==> config.mk <==
export PLATFORM = sky130hd
export DESIGN_NAME = modular_spi_master
export DESIGN_NICKNAME = d
export VERILOG_FILES = /design/src/rtl/modular_spi_master_pkg.sv /design/src/rtl/modular_spi_master_clkgen.sv /design/src/rtl/modular_spi_master.sv
export SDC_FILE = /design/constraint.sdc
export NUM_CORES = 1
export LEC_CHECK = 0
export BUFFER_PORTS_ARGS = -buffer_cell sky130_fd_sc_hd__buf_4
export CAP_MARGIN = 20
export CORE_ASPECT_RATIO = 0.7
export CORE_MARGIN = 10
export CORE_UTILIZATION = 45
export DETAILED_ROUTE_END_ITERATION = 6
export PLACE_DENSITY = 0.71
export SLEW_MARGIN = 20
export SYNTH_ARGS = -nofsm -noshare
export SYNTH_HDL_FRONTEND = slang
export SYNTH_SLANG_ARGS = --single-unit
==> constraint.sdc <==
create_clock -name clk -period 3.3 [get_ports clk]
set_input_delay 0.66 -clock clk [delete_from_list [all_inputs] [get_ports clk]]
set_output_delay 0.66 -clock clk [all_outputs]
set_load 0.02 [all_outputs]
==> src/rtl/modular_spi_master_pkg.sv <==
// Shared constants for the modular SPI master and its slave-side bench:
// FSM encoding, header field layout and frame length.
package modular_spi_master_pkg;

    localparam int unsigned ADDR_BITS_DEF  = 10;
    localparam int unsigned DATA_BITS_DEF  = 48;
    localparam int unsigned HDR_BITS_DEF   = 12;
    localparam int unsigned FRAME_BITS     = HDR_BITS_DEF + DATA_BITS_DEF;
    localparam int unsigned RW_BIT         = HDR_BITS_DEF - 1;
    localparam int unsigned ADDR_LSB       = 0;

    // Counters are sized for the largest supported frame, two edges per bit.
    localparam int unsigned MAX_FRAME_BITS = 511;
    localparam int unsigned EDGE_CNT_W     = $clog2(2 * MAX_FRAME_BITS + 1);
    localparam int unsigned TIMER_W        = 16;

    localparam logic [2:0] StIdle  = 3'd0;
    localparam logic [2:0] StSetup = 3'd1;
    localparam logic [2:0] StXfer  = 3'd2;
    localparam logic [2:0] StHold  = 3'd3;
    localparam logic [2:0] StLoad  = 3'd4;
    localparam logic [2:0] StGap   = 3'd5;

    function automatic int unsigned frame_len(input int unsigned hdr_bits,
                                              input int unsigned data_bits);
        return hdr_bits + data_bits;
    endfunction

endpackage

==> src/rtl/modular_spi_master_clkgen.sv <==
// SCLK edge generator: HALF_DIV divider producing the bus clock and the
// per-edge sample/shift strobes for the selected SPI mode.
module modular_spi_clkgen #(
    parameter int unsigned HALF_DIV = 4
) (
    input  logic clk,
    input  logic rst_n,
    input  logic run_i,
    input  logic cpol_i,
    input  logic cpha_i,
    output logic sclk_o,
    output logic tick_o,
    output logic sample_o,
    output logic shift_o
);

    localparam int unsigned DivW = $clog2(HALF_DIV);
    localparam logic [DivW-1:0] DivLast = DivW'(HALF_DIV - 1);

    logic [DivW-1:0] div_q, div_d;
    logic            phase_q, phase_d;
    logic            lead, trail;

    // phase_q is the distance from idle level, so sclk resets straight to cpol.
    assign sclk_o = phase_q ^ cpol_i;
    assign tick_o = run_i && (div_q == DivLast);
    assign lead   = tick_o && !phase_q;
    assign trail  = tick_o && phase_q;

    assign sample_o = cpha_i ? trail : lead;
    assign shift_o  = cpha_i ? lead : trail;

    always_comb begin
        div_d   = div_q;
        phase_d = phase_q;
        if (!run_i) begin
            div_d   = '0;
            phase_d = 1'b0;
        end else if (tick_o) begin
            div_d   = '0;
            phase_d = ~phase_q;
        end else begin
            div_d = div_q + 1'b1;
        end
    end

    always_ff @(posedge clk or negedge rst_n) begin
        if (!rst_n) begin
            div_q   <= '0;
            phase_q <= 1'b0;
        end else begin
            div_q   <= div_d;
            phase_q <= phase_d;
        end
    end

endmodule

==> src/rtl/modular_spi_master.sv <==
// Two-port round-robin SPI master issuing fixed-length header+data frames,
// with optional AWMF load strobe after write frames.
module modular_spi_master
    import modular_spi_master_pkg::*;
#(
    parameter int unsigned ADDR_BITS = ADDR_BITS_DEF,
    parameter int unsigned DATA_BITS = DATA_BITS_DEF,
    parameter int unsigned HDR_BITS  = HDR_BITS_DEF,
    parameter int unsigned HALF_DIV  = 4,
    parameter int unsigned GAP_CYC   = 8
) (
    input  logic                   clk,
    input  logic                   rst_n,
    input  logic                   cpol,
    input  logic                   cpha,
    input  logic                   mode_awmf,
    input  logic [1:0]             req,
    input  logic [1:0]             req_rw,
    input  logic [2*ADDR_BITS-1:0] req_addr,
    input  logic [2*DATA_BITS-1:0] req_wdata,
    output logic [1:0]             ack,
    output logic                   rsp_valid,
    output logic                   rsp_port,
    output logic [DATA_BITS-1:0]   rsp_rdata,
    output logic                   busy,
    output logic                   sclk,
    output logic                   cs_n,
    output logic                   mosi,
    input  logic                   miso,
    output logic                   ldb_n
);

    localparam int unsigned FRAME = frame_len(HDR_BITS, DATA_BITS);
    localparam logic [EDGE_CNT_W-1:0] LastEdge = EDGE_CNT_W'(2 * FRAME - 1);
    localparam logic [TIMER_W-1:0]    HalfLast = TIMER_W'(HALF_DIV - 1);
    localparam logic [TIMER_W-1:0]    GapLast  = TIMER_W'(GAP_CYC - 1);

    logic [2:0]            state_q, state_d;
    logic                  armed_q, armed_d;
    logic [TIMER_W-1:0]    timer_q, timer_d;
    logic [EDGE_CNT_W-1:0] edge_q, edge_d;
    logic [FRAME-1:0]      tx_q, tx_d;
    logic [DATA_BITS-1:0]  rx_q, rx_d;
    logic                  rw_q, rw_d;
    logic                  port_q, port_d;
    logic                  last_q, last_d;
    logic                  rsp_valid_q, rsp_valid_d;
    logic                  rsp_port_q, rsp_port_d;
    logic [DATA_BITS-1:0]  rsp_rdata_q, rsp_rdata_d;

    logic                  gnt_port;
    logic [ADDR_BITS-1:0]  sel_addr;
    logic [DATA_BITS-1:0]  sel_wdata;
    logic [FRAME-1:0]      frame;
    logic                  run, tick, sample, shift, shift_en;

    modular_spi_clkgen #(
        .HALF_DIV (HALF_DIV)
    ) u_clkgen (
        .clk      (clk),
        .rst_n    (rst_n),
        .run_i    (run),
        .cpol_i   (cpol),
        .cpha_i   (cpha),
        .sclk_o   (sclk),
        .tick_o   (tick),
        .sample_o (sample),
        .shift_o  (shift)
    );

    assign run = (state_q == StXfer);
    // With cpha=1 the first leading edge must not disturb the MSB set up in SETUP.
    assign shift_en = shift && !(cpha && (edge_q == '0));

    always_comb begin
        if (req == 2'b11) begin
            gnt_port = ~last_q;
        end else begin
            gnt_port = req[1];
        end
    end

    assign ack = (armed_q && (req != 2'b00)) ? (gnt_port ? 2'b10 : 2'b01) : 2'b00;

    assign sel_addr  = gnt_port ? req_addr[2*ADDR_BITS-1:ADDR_BITS] : req_addr[ADDR_BITS-1:0];
    assign sel_wdata = gnt_port ? req_wdata[2*DATA_BITS-1:DATA_BITS] : req_wdata[DATA_BITS-1:0];

    always_comb begin
        frame = '0;
        frame[FRAME-1] = req_rw[gnt_port];
        frame[DATA_BITS +: ADDR_BITS] = sel_addr;
        if (req_rw[gnt_port]) begin
            frame[DATA_BITS-1:0] = sel_wdata;
        end
    end

    always_comb begin
        state_d     = state_q;
        timer_d     = timer_q;
        edge_d      = edge_q;
        tx_d        = tx_q;
        rx_d        = rx_q;
        rw_d        = rw_q;
        port_d      = port_q;
        last_d      = last_q;
        rsp_port_d  = rsp_port_q;
        rsp_rdata_d = rsp_rdata_q;

        unique case (state_q)
            StIdle: begin
                if (ack != 2'b00) begin
                    state_d = StSetup;
                    timer_d = '0;
                    edge_d  = '0;
                    tx_d    = frame;
                    rx_d    = '0;
                    rw_d    = req_rw[gnt_port];
                    port_d  = gnt_port;
                    last_d  = gnt_port;
                end
            end
            StSetup: begin
                if (timer_q == HalfLast) begin
                    state_d = StXfer;
                    timer_d = '0;
                end else begin
                    timer_d = timer_q + 1'b1;
                end
            end
            StXfer: begin
                if (shift_en) begin
                    tx_d = {tx_q[FRAME-2:0], 1'b0};
                end
                // The shift register keeps only the last DATA_BITS samples: the header falls off.
                if (sample) begin
                    rx_d = {rx_q[DATA_BITS-2:0], miso};
                end
                if (tick) begin
                    edge_d = edge_q + 1'b1;
                    if (edge_q == LastEdge) begin
                        state_d = StHold;
                        timer_d = '0;
                    end
                end
            end
            StHold: begin
                if (timer_q == HalfLast) begin
                    timer_d = '0;
                    state_d = (rw_q && mode_awmf) ? StLoad : StGap;
                end else begin
                    timer_d = timer_q + 1'b1;
                end
            end
            StLoad: begin
                if (timer_q == HalfLast) begin
                    timer_d = '0;
                    state_d = StGap;
                end else begin
                    timer_d = timer_q + 1'b1;
                end
            end
            StGap: begin
                if (timer_q == GapLast) begin
                    timer_d = '0;
                    state_d = StIdle;
                end else begin
                    timer_d = timer_q + 1'b1;
                end
            end
            default: begin
                state_d = StIdle;
                timer_d = '0;
            end
        endcase

        rsp_valid_d = (state_d == StGap) && (state_q != StGap);
        if (rsp_valid_d) begin
            rsp_port_d  = port_q;
            rsp_rdata_d = rw_q ? '0 : rx_q;
        end
        armed_d = (state_d == StIdle);
    end

    always_ff @(posedge clk or negedge rst_n) begin
        if (!rst_n) begin
            state_q     <= StIdle;
            armed_q     <= 1'b0;
            timer_q     <= '0;
            edge_q      <= '0;
            tx_q        <= '0;
            rx_q        <= '0;
            rw_q        <= 1'b0;
            port_q      <= 1'b0;
            last_q      <= 1'b1;
            rsp_valid_q <= 1'b0;
            rsp_port_q  <= 1'b0;
            rsp_rdata_q <= '0;
        end else begin
            state_q     <= state_d;
            armed_q     <= armed_d;
            timer_q     <= timer_d;
            edge_q      <= edge_d;
            tx_q        <= tx_d;
            rx_q        <= rx_d;
            rw_q        <= rw_d;
            port_q      <= port_d;
            last_q      <= last_d;
            rsp_valid_q <= rsp_valid_d;
            rsp_port_q  <= rsp_port_d;
            rsp_rdata_q <= rsp_rdata_d;
        end
    end

    assign busy      = (state_q != StIdle);
    assign cs_n      = !((state_q == StSetup) || (state_q == StXfer) || (state_q == StHold));
    assign mosi      = cs_n ? 1'b0 : tx_q[FRAME-1];
    assign ldb_n     = (state_q != StLoad);
    assign rsp_valid = rsp_valid_q;
    assign rsp_port  = rsp_port_q;
    assign rsp_rdata = rsp_rdata_q;

endmodule

==> impl_results.md <==
* Status: completed
* Syn avg cell area at 9.727 um2
* Sequential power share at 50.6%
* Logic pwr share at 6.9%
* Top cell type's share of synthesized area at 52.65%
* Global-route usage over all layers at 17.39%
* Fin cells at 1369
* Synth top cells by count: 193 x dfrtp_1, 140 x nand2_1, 106 x a21oi_1, 87 x nor2_1, 59 x mux2i_1
* Via count at 7356
* Final WL at 23.33 mm
* Crit start category: flop
* Setup skew after layout at 0.01292 ns
* Final period util at 82.39%
* Root Driver: clkbuf_16
* Async SR Flop Fraction at 100.0%
* CTS hold repair buffers at 0
* Inserted Diodes at 0
* Syn Nets at 1073
* Synth Area in Simple Gates at 20.58%
* Pre-antenna DRT Iters at 5
* Sw Share at 24.50%
* Cell area after synthesis at 9173 um2
* Initial Util at 46.08%
* Grt ovf at 0
* Period minus WS final at 2.719 ns
* Fin Setup TNS at 0 ns
* Top-count cell post-synth: dfrtp_1
* Post-cts sizing count at 0
* Worst endpoint required time at 3.60 ns
* Placed cells at 1338
* Dominant cells by area after synthesis: dfrtp_1 53%, mux2i_1 6.4%, a21oi_1 5.8%
* Clock tree buffer depth at 2
* Detail Route Antenna Nets at 0
* Final Max Tran Viols at 0
* Seq/Total Area, Yosys at 52.94%
* Post-DR wirelength/cell at 17.04 um
* Leak pwr at 5.539 nW
* RSZ-0062 raised after global routing: no
* Slew headroom at 44.88%
* Layout cells sized above 1 at 22.47%
* Row cnt at 43
* Vias in the first global route at 7174
* CTS HTree Levels at 4
* YS warnings at 0
* Core Area at 19910 um2
* Layout Nets at 1217
* Postcts setup bufs at 0
* WP data arrival at 3.02 ns
* Register bit total from synthesis at 194
* EDFF count, synth at 0
* First-pass GRT wire length at 38.27 mm
* Sum of net half-perimeters after detailed placement at 16.15 mm
* HP Class: input port to async pin
* Post-Synth Adder-Cell Area at 0.5456%
* Chip width at 190.6 um
* Final Hold Fails at 0
* Peak supply drop at 300.0 uV
* Final RePlAce weighted congestion at 0.8381
* NetSw at 1.150 mW
* PortBufs at 182
* Worst slew pin tran at 0.8219 ns
* Xor/xnor share of the synthesized area at 1.528%
* DRC at 0
* Clock share of power at 42.5%
* Clock-pin slew on the worst setup and hold paths at 0.08 ns
* Die height at 139.5 um
* Area grow syn2layout at 23.41%
* Vias per cell at 5.373
* Compound-Gate Fraction of Synth Area at 14.05%
* I/O pin count at 183
* Die area at 26590 um2
* Final setup fails at 0
* Initial antenna violation count at 0
* CTS tree: yes
* Clock Latency Late Sink at 0.43 ns
* Cell taking the most area after synthesis: dfrtp_1
* Post-synthesis mux area share at 6.561%
* Critical path class: flop to flop
* Number of max-cap violations at 0
* Clk sinks at 194
* Fmax at 0.3678 GHz
* Top_reg_cell synth: dfrtp_1
* Power Internal at 3.544 mW
* Setup crit end kind: flop
* Synth cell types at 52
* Mapped Cells at 943
* Largest net degree at the start of global routing at 97
* Critical path peak fanout at 12
* Num CTS Buffers at 17
* Initial DRC count at 748
* Pwr/cell area at 414.7 nW/um2
* Largest family of logic cells by synthesized area: simple AND/OR/NAND/NOR gates
-- placed cells by master (no fill, tap or decap), drive strengths merged, types with 3 or more instances in the layout --
cell,Yosys,final
nand3b,49,49
a21oi,106,106
mux2i,59,59
a41oi,3,3
nor2,88,88
nand2,140,140
ha,4,4
nand4,11,11
and3,8,8
nand2b,5,5
dfrtp,193,193
clkbuf,36,18
buf,35,195
inv,5,11
nand3,16,16
and2,4,4
a22o,50,50
o21ai,27,27
clkinv,0,7
xor2,14,14
nor2b,3,3
a31oi,3,3
nor3,54,54
-- layout make-up --
cell class                      instances  area [um2]
Clock inverter                         14       147.6
Clock buffer                           17       425.4
Timing Repair Buffer                  196        1515
Inverter                                5       18.77
Sequential cell                       194        4856
Fill cell                            1733        8587
Multi-Input combinational cell        673        4019
Tap cell                              270       337.8
-- state kept, by name, indices dropped and copies added (netlist names) --
| signal | flops |
|---|---|
| armed_q | 1 |
| edge_q | 10 |
| last_q | 1 |
| port_q | 1 |
| rsp_port | 1 |
| rsp_rdata | 48 |
| rsp_valid | 1 |
| rw_q | 1 |
| rx_q | 48 |
| state_q | 3 |
| timer_q | 16 |
| tx_q | 60 |
| u_clkgen.div_q | 2 |
| u_clkgen.phase_q | 1 |
-- logic make-up after synthesis --
family	Yosys count
AND/OR/NAND/NOR	390
AO/OA/AOI/OAI	203
flip-flops	194
buffers and inverters	76
multiplexers	60
XOR/XNOR	16
adder cells (fa/ha/maj)	4
-- power groups by stage --
stage          clock network, mW  registers, mW  logic, mW
3_5_place_dp                   0           2.42      0.327
5_1_grt                     2.15           2.38      0.360
2_1_floorplan                  0           2.42      0.123
3_3_place_gp                   0           2.42      0.323
4_1_cts                     2.05           2.38      0.328
6_report                    2.00           2.38      0.322
-- per-layer routing --
layer	routed length (um)	global-route usage (%)
met1	11510	24.84
met2	10540	26.10
met3	1132	4.094
met4	147	3.843
met5	0	0
-- metrics by stage --
step / worst slack [ns] / util [%] / power, mW / hold WS, ns / area, um2
after global routing: 0.3856 / 56.86 / 4.887 / 0.2555 / 11320
after CTS: 0.5811 / 56.86 / 4.754 / 0.2195 / 11320
final: 0.5812 / 56.86 / 4.695 / 0.2061 / 11320
after floorplan: 1.094 / - / 2.547 / 0.3644 / 9173
after detailed placement: 0.6456 / 53.98 / 2.750 / 0.4357 / 10750
after global placement: 0.7240 / 53.98 / 2.747 / 0.4351 / 10750
-- final timing paths --
| kind | from | end | slack [ns] | cells past startpoint |
|---|---|---|---|---|
| worst max-delay path | edge_q[3] | timer_q[12] | 0.58 | 5 |
| worst min-delay path | rst_n | rsp_rdata[31] | 0.21 | 1 |
| worst max register to register | edge_q[3] | timer_q[12] | 0.58 | 5 |
| worst min register to register | u_clkgen.div_q[0] | u_clkgen.div_q[0] | 0.44 | 1 |
| max in group asynchronous | rst_n | rx_q[42] | 2.30 | 2 |
| min in group clk | u_clkgen.div_q[0] | u_clkgen.div_q[0] | 0.44 | 1 |
-- critical path: stages, from the launching register on --
cell and delay, ns:
dfrtp_1 0.43, or4_4 0.60, o31ai_2 0.75, nand2_1 0.29, nor2_2 0.42, nor2_1 0.11
Power figures use the tool's default switching activity.
